**config.mk**
```make
export PLATFORM = sky130hd
export DESIGN_NAME = if_id_skid
export DESIGN_NICKNAME = d
export VERILOG_FILES = /design/src/rtl/if_id_skid_pkg.sv /design/src/rtl/if_id_entry.sv /design/src/rtl/if_id_skid.sv
export SDC_FILE = /design/constraint.sdc
export NUM_CORES = 1
export LEC_CHECK = 0
export ABC_AREA = 1
export BUFFER_PORTS_ARGS = -buffer_cell sky130_fd_sc_hd__buf_2
export CELL_PAD_IN_SITES_DETAIL_PLACEMENT = 0
export CELL_PAD_IN_SITES_GLOBAL_PLACEMENT = 1
export CORE_MARGIN = 4
export CORE_UTILIZATION = 35
export CTS_CLUSTER_DIAMETER = 120
export DETAILED_ROUTE_END_ITERATION = 12
export PLACE_DENSITY_LB_ADDON = 0.2
export SKIP_CTS_REPAIR_TIMING = 1
export SLEW_MARGIN = 10
export SYNTH_ARGS = -nofsm -noshare
export SYNTH_HDL_FRONTEND = slang
export SYNTH_SLANG_ARGS = --single-unit
```
**constraint.sdc**
```tcl
create_clock -name clk -period 1.6 [get_ports clk]
set_clock_uncertainty 0.2 [all_clocks]
set_input_delay 0.32 -clock clk [delete_from_list [all_inputs] [get_ports clk]]
set_output_delay 0.32 -clock clk [all_outputs]
set_load 0.005 [all_outputs]
```
**src/rtl/if_id_skid_pkg.sv**
```systemverilog
// Shared defines for the IF/ID skid buffer: canonical NOP, default reset PC and
// the occupancy-state encoding (the state value doubles as the entry count).
package if_id_skid_pkg;

    localparam logic [31:0] DEF_NOP_INST = 32'h0000_0013;
    localparam logic [31:0] DEF_RESET_PC = 32'h0000_0000;

    typedef enum logic [1:0] {
        ST_EMPTY = 2'd0,
        ST_ONE   = 2'd1,
        ST_TWO   = 2'd2
    } state_e;

endpackage

```
**src/rtl/if_id_entry.sv**
```systemverilog
// One held pipeline entry: valid bit plus PC/instruction with load enable.
// Latency 1 cycle from load; no backpressure (load has priority over clr).
module if_id_entry #(
    parameter int              XLEN       = 32,
    parameter logic [XLEN-1:0] RESET_PC   = '0,
    parameter logic [XLEN-1:0] RESET_INST = '0
) (
    input  logic            clk,
    input  logic            rst_n,
    input  logic            load,
    input  logic            clr,
    input  logic [XLEN-1:0] load_pc,
    input  logic [XLEN-1:0] load_inst,
    output logic            valid,
    output logic [XLEN-1:0] pc,
    output logic [XLEN-1:0] inst
);

    // clr only drops the valid bit; data stays so the PC output holds its value
    always_ff @(posedge clk or negedge rst_n) begin
        if (!rst_n) begin
            valid <= 1'b0;
            pc    <= RESET_PC;
            inst  <= RESET_INST;
        end else if (load) begin
            valid <= 1'b1;
            pc    <= load_pc;
            inst  <= load_inst;
        end else if (clr) begin
            valid <= 1'b0;
        end
    end

endmodule

```
**src/rtl/if_id_skid.sv**
```systemverilog
// IF/ID two-entry skid buffer: 1-cycle accept-to-valid latency, full throughput.
// Backpressure: in_ready_o is a register (low only when the skid entry is full).
module if_id_skid
    import if_id_skid_pkg::*;
#(
    parameter int              XLEN     = 32,
    parameter logic [XLEN-1:0] NOP_INST = XLEN'(DEF_NOP_INST),
    parameter logic [XLEN-1:0] RESET_PC = XLEN'(DEF_RESET_PC)
) (
    input  logic            clk,
    input  logic            rst_n,
    input  logic            flush_i,
    input  logic            in_valid_i,
    output logic            in_ready_o,
    input  logic [XLEN-1:0] in_pc_i,
    input  logic [XLEN-1:0] in_inst_i,
    output logic            out_valid_o,
    input  logic            out_ready_i,
    output logic [XLEN-1:0] out_pc_o,
    output logic [XLEN-1:0] out_inst_o,
    output logic [1:0]      count_o
);

    state_e state_q, state_d;
    logic   rdy_q;

    logic            main_load, main_clr, main_from_skid;
    logic            skid_load, skid_clr;
    logic            main_valid, skid_valid;
    logic [XLEN-1:0] main_pc, main_inst, skid_pc, skid_inst;
    logic [XLEN-1:0] main_d_pc, main_d_inst;
    logic            accept, consume;

    assign accept  = in_valid_i & rdy_q;
    assign consume = main_valid & out_ready_i;

    always_comb begin
        state_d        = state_q;
        main_load      = 1'b0;
        main_clr       = 1'b0;
        main_from_skid = 1'b0;
        skid_load      = 1'b0;
        skid_clr       = 1'b0;
        if (flush_i) begin
            state_d  = ST_EMPTY;
            main_clr = 1'b1;
            skid_clr = 1'b1;
        end else begin
            case (state_q)
                ST_EMPTY: begin
                    if (accept) begin
                        main_load = 1'b1;
                        state_d   = ST_ONE;
                    end
                end
                ST_ONE: begin
                    if (accept && consume) begin
                        main_load = 1'b1;
                    end else if (accept) begin
                        skid_load = 1'b1;
                        state_d   = ST_TWO;
                    end else if (consume) begin
                        main_clr = 1'b1;
                        state_d  = ST_EMPTY;
                    end
                end
                ST_TWO: begin
                    if (consume) begin
                        main_load      = 1'b1;
                        main_from_skid = 1'b1;
                        skid_clr       = 1'b1;
                        state_d        = ST_ONE;
                    end
                end
                default: begin
                    main_clr = 1'b1;
                    skid_clr = 1'b1;
                    state_d  = ST_EMPTY;
                end
            endcase
        end
    end

    always_ff @(posedge clk or negedge rst_n) begin
        if (!rst_n) begin
            state_q <= ST_EMPTY;
            rdy_q   <= 1'b1;
        end else begin
            state_q <= state_d;
            rdy_q   <= (state_d != ST_TWO);
        end
    end

    assign main_d_pc   = main_from_skid ? skid_pc   : in_pc_i;
    assign main_d_inst = main_from_skid ? skid_inst : in_inst_i;

    if_id_entry #(
        .XLEN      (XLEN),
        .RESET_PC  (RESET_PC),
        .RESET_INST(NOP_INST)
    ) u_main (
        .clk      (clk),
        .rst_n    (rst_n),
        .load     (main_load),
        .clr      (main_clr),
        .load_pc  (main_d_pc),
        .load_inst(main_d_inst),
        .valid    (main_valid),
        .pc       (main_pc),
        .inst     (main_inst)
    );

    if_id_entry #(
        .XLEN      (XLEN),
        .RESET_PC  (RESET_PC),
        .RESET_INST(NOP_INST)
    ) u_skid (
        .clk      (clk),
        .rst_n    (rst_n),
        .load     (skid_load),
        .clr      (skid_clr),
        .load_pc  (in_pc_i),
        .load_inst(in_inst_i),
        .valid    (skid_valid),
        .pc       (skid_pc),
        .inst     (skid_inst)
    );

    assign in_ready_o  = rdy_q;
    assign out_valid_o = main_valid;
    assign out_pc_o    = main_pc;
    assign out_inst_o  = main_valid ? main_inst : NOP_INST;
    assign count_o     = state_q;

endmodule
```
==> results of run 1 <==
power by group through the flow:
stage	clock network (uW)	registers [uW]	logic [uW]
6_report	3610	4950	2450
5_1_grt	3850	5090	2850
4_1_cts	3720	4930	2140
3_5_place_dp	0	4980	2140
3_3_place_gp	0	4950	2110
2_1_floorplan	0	4890	1200
worst register-to-register path, cell delays in order, from the launching register on:
cell and delay [ps]:
dfrtp_1 390, buf_4 150, nand2_2 150, nor2_4 70, buf_4 140, o21ai_4 140
buf_4 140, buf_12 170, nand2_1 80, nand2_1 70
routing by layer:
| layer | part of all wire [%] | vias up | GRT usage, % |
|---|---|---|---|
| met3 | 4.6 | 17 | 4.789 |
| met2 | 47 | 137 | 30.12 |
| met1 | 47 | 2815 | 25.24 |
| li1 | - | 3099 | - |
| met5 | 0 | - | 0 |
| met4 | 1.1 | 0 | 5.253 |
cell type report:
cell class,count,area (um^2)
clock inverters,5,52.55
multi-input cells,634,2689
inverters,37,143.9
fillers,1818,8770
repair buffers,260,2166
clock buffers,24,481.7
well taps,229,286.5
flip-flops and latches,132,3313
per-stage QoR:
step	setup slack (ps)	util (%)	setup TNS [ps]	power [uW]
floorplan	8.656	-	0	6091
global placement	-84.31	42.17	-6862	7060
detailed placement	-93.84	42.17	-8389	7114
CTS	-412.4	45.15	-19550	10790
global route	-306.3	51.01	-35160	11790
finish	-246.3	51.01	-22210	11020
state kept, by name, summed over array words and instances (netlist names):
register / flops
count_o: 2
in_ready_o: 1
u_main.inst: 32
u_main.pc: 32
u_main.valid: 1
u_skid.inst: 32
u_skid.pc: 32
cell families after synthesis:
family	synth area share (%)
buf+inv	7.161
simple gates	35.25
compound gates	5.508
flops	52.08
synthesized netlist by cell type, types with 3 or more instances:
master	instances	area share, %
nand3_1	65	5.1
nor2_1	4	0.24
nand2_1	484	29
inv_1	35	2.1
or2_2	3	0.30
buf_2	28	2.2
buf_6	6	1.1
dfrtp_1	125	49
buf_4	7	0.83
dfstp_2	7	2.9
o21ai_0	65	5.1
a21oi_1	3	0.24
clkbuf_1	13	0.77
worst max-delay path by stage:
stage / startpoint / end / slack, ps / cells past startpoint
after CTS: u_main.valid$_DFFE_PN0P_ / out_inst_o[1] / -410 / 4
after detailed placement: in_valid_i / u_main.inst[5]$_DFFE_PN0P_ / -90 / 8
after global routing: u_main.valid$_DFFE_PN0P_ / out_inst_o[5] / -310 / 5
after floorplan: in_ready_o$_DFF_PN1_ / u_skid.inst[15]$_DFFE_PN0P_ / 9 / 7
final: u_main.valid$_DFFE_PN0P_ / out_inst_o[1] / -250 / 4
after global placement: count_o[1]$_DFF_PN0_ / u_main.pc[27]$_DFFE_PN0P_ / -80 / 8
==> impl_metrics.csv, run 1 <==
group,metric,value,unit
floorplan,rows,49,
worst_setup_path,cp_top_family,"flip-flops",
power,p_leak,0.005106,uW
cts,clk_pin_slew,60,ps
worst_setup_path,worst-path-max-fanout,4,
yosys,async_flop_share,100.0,%
worst_hold_path,min_from,"out_ready_i",
final_layout,layout-drive-gt1-share,24.18,%
place,dp_hpwl,12000,um
timing,finalCritPeriodShare,115.4,%
routing,drc,0,
cts,htreeDepth,4,
worst_setup_path,cp_slowest_cell,"dfrtp_1",
routing,drt_first_pass_iters,5,
cts,cts_buffer_depth,2,
place,numPlacedInstances,1210,
power,p_per_area,1207,nW/um^2
grt,grt_use_total,18.75,%
floorplan,die_h,142.8,um
yosys,postSynthAreaPerCell,7.404,um^2
routing,vias,6068,
final_layout,postLayoutCellArea,9133,um^2
grt,antenna_found_initial,0,
grt,grt_pass1_wl,30280,um
cts,tritoncts,"done",
yosys,yosys_warnings,0,
grt,grt_pass1_vias,5738,
routing,wl,19470,um
yosys,synth_cells,859,
worst_hold_path,worstHoldEndpoint,"count_o[1]$_DFF_PN0_",
worst_setup_path,required,1080,ps
final_layout,final_common_cell,"nand2_1",
worst_setup_path,endpoint_kind,"primary output",
final_layout,diodes,0,
timing,fin_crit,1846,ps
floorplan,initial_core_util,35.53,%
routing,wire_per_inst,14.74,um
worst_setup_path,arrival,1330,ps
cts,clock_latency,410,ps
floorplan,die_x,142.8,um
yosys,ys_seq_elements,132,
power,power_switching,3208,uW
grt,grt_overflow,0,
timing,hold_viol_final,0,
yosys,syn_nets,928,
routing,antenna_left,0,
worst_setup_path,path_common_cell,"buf_6",
place,place_area,7548,um^2
final_layout,final_cell_mix,"nand2_1, buf_2, dfrtp_1, nand3_1, dlygate4sd3_1",
power,p_seq_share,45.0,%
power,ir_drop,0.7775,mV
worst_setup_path,startpoint_type,"flip-flop",
grt,grt_max_degree,37,
yosys,yosysSeqAreaShare,52.08,%
worst_setup_path,reg2reg_depth,9,
floorplan,num_io_pins,137,
yosys,synth_top_flop_cell,"dfrtp_1",
yosys,synth.distinct_cells,21,
yosys,syn_area,6360,um^2
yosys,synth_edf_count,0,
floorplan,coreArea,17900,um^2
timing,max_clock_freq,541.6,MHz
cts,cts_sinks,132,
final_layout,instances_no_fill,1321,
power,switching_share,29.11,%
cts,root_buffer,"clkbuf_16",
worst_setup_path,cp_cell_sequence,"buf_6, inv_6, or2_4, buf_6",
power,comb_power_share,22.3,%
place,port_buffers,136,
worst_hold_path,hold-path-cell-count,4,
worst_setup_path,rr_startpoint,"u_main.valid$_DFFE_PN0P_",
power,internal-power,7812,uW
timing,final-setup-viol-count,151,
worst_setup_path,timing.rr.end,"u_main.pc[24]$_DFFE_PN0P_",
final_layout,syn_to_final_growth,43.60,%
cts,cts_buffers,17,
power,p_clk_share,32.8,%
run_status,outcome,"finished with violations",
timing,rsz0062_at_grt,"yes",
place,place.gp.congestion,0.7351,
timing,whs,159.2,ps
run,drv_cap,0,
worst_setup_path,path_buf_inv,3,
worst_setup_path,crit_path_max_incr_delay,360,ps
run_status,violations,"negative setup slack",
timing,maxSlewViolCount,0,
routing,drt_iter0_markers,264,
floorplan,die_area,20390,um^2
final_layout,final_nets,1151,
worst_setup_path,criticalPathCategory,"reg -> out",
worst_hold_path,min_path_type,"in -> reg",
timing,maxSlewHeadroom,71.53,%
timing,setup_ws,-246.3,ps
routing,viasPerCell,4.593,
timing,worst_pin_slew,427.0,ps
worst_setup_path,regToRegSetupSlack,-170,ps
Power figures use the tool's default switching activity.
==> run 2: changes to the inputs <==
--- a/config.mk
+++ b/config.mk
@@ -6,7 +6,7 @@
 export NUM_CORES = 1
 export LEC_CHECK = 0
 export ABC_AREA = 1
-export BUFFER_PORTS_ARGS = -buffer_cell sky130_fd_sc_hd__buf_2
+export BUFFER_PORTS_ARGS = -buffer_cell sky130_fd_sc_hd__buf_4
 export CELL_PAD_IN_SITES_DETAIL_PLACEMENT = 0
 export CELL_PAD_IN_SITES_GLOBAL_PLACEMENT = 1
 export CORE_MARGIN = 4
==> run 2 against run 1 <==
The flow still finishes with violations (negative setup slack); clock power is 2% higher; flip-flop and latch count stayed put; clock-buffer cell count stayed put; combinational power is 32% higher; global-route usage is 0.25 points lower; sequential share of layout area is 6.3 points lower; total power is 8.5% higher; hold slack worse by 39 ps; register-to-register slack worse by 90 ps; critical path depth stayed put.
==> impl_metrics.csv, run 2 (synthesis results as in run 1) <==
group,metric,value,unit
place,place.gp.congestion,0.7622,
cts,tritoncts,"done",
timing,maxSlewHeadroom,72.14,%
routing,antenna_left,0,
floorplan,num_io_pins,137,
grt,grt_max_degree,43,
routing,drt_iter0_markers,405,
power,switching_share,30.00,%
grt,antenna_found_initial,0,
routing,wl,23880,um
floorplan,die_area,20390,um^2
final_layout,layout-drive-gt1-share,44.66,%
final_layout,syn_to_final_growth,73.66,%
power,comb_power_share,27.1,%
worst_setup_path,worst-path-max-fanout,4,
worst_setup_path,criticalPathCategory,"reg -> out",
power,p_clk_share,30.8,%
routing,drt_first_pass_iters,5,
run_status,outcome,"finished with violations",
cts,cts_buffer_depth,2,
place,place_area,7876,um^2
floorplan,coreArea,17900,um^2
timing,fin_crit,1952,ps
place,place_ws,-118.0,ps
final_layout,postLayoutCellArea,11040,um^2
cts,cts_buffers,17,
routing,wire_per_inst,17.53,um
floorplan,rows,49,
power,internal-power,8369,uW
cts,htreeDepth,4,
timing,maxSlewViolCount,0,
cts,root_buffer,"clkbuf_16",
worst_setup_path,arrival,1430,ps
grt,grt_pass1_wl,29810,um
timing,tns,-34690,ps
power,p_seq_share,42.1,%
power,p_leak,0.005964,uW
run,drv_cap,0,
final_layout,final_common_cell,"nand2_1",
routing,vias,6474,
power,p_per_area,1082,nW/um^2
timing,final-setup-viol-count,167,
timing,max_clock_freq,512.3,MHz
routing,drc,0,
worst_setup_path,required,1080,ps
final_layout,final_nets,1192,
final_layout,final_cell_mix,"nand2_1, buf_4, nand2_2, dfrtp_1, dlygate4sd3_1",
power,power,11950,uW
floorplan,die_h,142.8,um
timing,hold_viol_final,0,
final_layout,diodes,0,
timing,rsz0062_at_grt,"yes",
place,dp_hpwl,12040,um
routing,viasPerCell,4.753,
cts,clock_latency,420,ps
grt,grt_pass1_vias,5740,
cts,cts_sinks,132,
cts,clk_pin_slew,60,ps
floorplan,die_x,142.8,um
worst_hold_path,min_path_type,"in -> async",
power,ir_drop,0.8461,mV
worst_setup_path,startpoint_type,"flip-flop",
grt,grt_use_total,18.49,%
power,power_switching,3586,uW
place,port_buffers,136,
timing,setup_ws,-352.1,ps
worst_setup_path,endpoint_kind,"primary output",
floorplan,initial_core_util,35.53,%
run_status,violations,"negative setup slack",
timing,worst_pin_slew,417.9,ps
grt,grt_overflow,0,
timing,finalCritPeriodShare,122.0,%
## run 2: worst max-delay path, stage by stage, from the launching register on
cell        delay, ps
dfrtp_1           360
buf_6             120
clkinvlp_4        130
or2_4             280
buf_6             110
## run 2: layout make-up
class / count / area (um^2)
timing repair buffer: 301 / 3258
sequential: 132 / 3314
fill: 1625 / 6858
inverter: 37 / 142.6
clock buffer: 24 / 501.7
tap: 229 / 286.5
multi-input combinational: 634 / 3491
clock inverter: 5 / 50.05
## run 2: worst paths after layout
path | startpoint | endpoint | slack [ps] | cells after the start
min in group clk | flush_i | u_skid.pc[6]$_DFFE_PN0P_ | 150 | 4
worst min-delay path | rst_n | u_main.pc[24]$_DFFE_PN0P_ | 120 | 2
worst min register to register | u_main.inst[1]$_DFFE_PN1P_ | u_main.inst[1]$_DFFE_PN1P_ | 260 | 2
worst max-delay path | u_main.valid$_DFFE_PN0P_ | out_inst_o[1] | -350 | 4
worst max register to register | count_o[0]$_DFF_PN0_ | u_skid.pc[2]$_DFFE_PN0P_ | -260 | 9
max in group asynchronous | rst_n | u_skid.pc[4]$_DFFE_PN0P_ | 540 | 3
## run 2: per-stage QoR
step | std cells | utilization (%) | hold slack [ps]
after floorplan | 859 | - | -175.6
after global placement | 1212 | 44.00 | -10.13
after detailed placement | 1212 | 44.00 | -3.112
after CTS | 1241 | 47.08 | -457.6
after global routing | 1362 | 61.69 | 147.5
final | 1362 | 61.69 | 119.7
## run 2: metal layers
layer	global-route usage, %	vias to the layer above	wire, um
met5	0	-	0
met4	6.253	0	439
met3	3.985	36	1074
met2	29.87	176	11640
met1	24.79	3060	10730
li1	-	3202	-
## run 2: power groups by stage
stage                     logic (uW)  registers, uW  clock network (uW)
after floorplan                 1200           4890                   0
after global placement          2320           4970                   0
after detailed placement        2370           4980                   0
after CTS                       2370           4940                3770
after global routing            3600           5160                3900
final                           3240           5030                3690
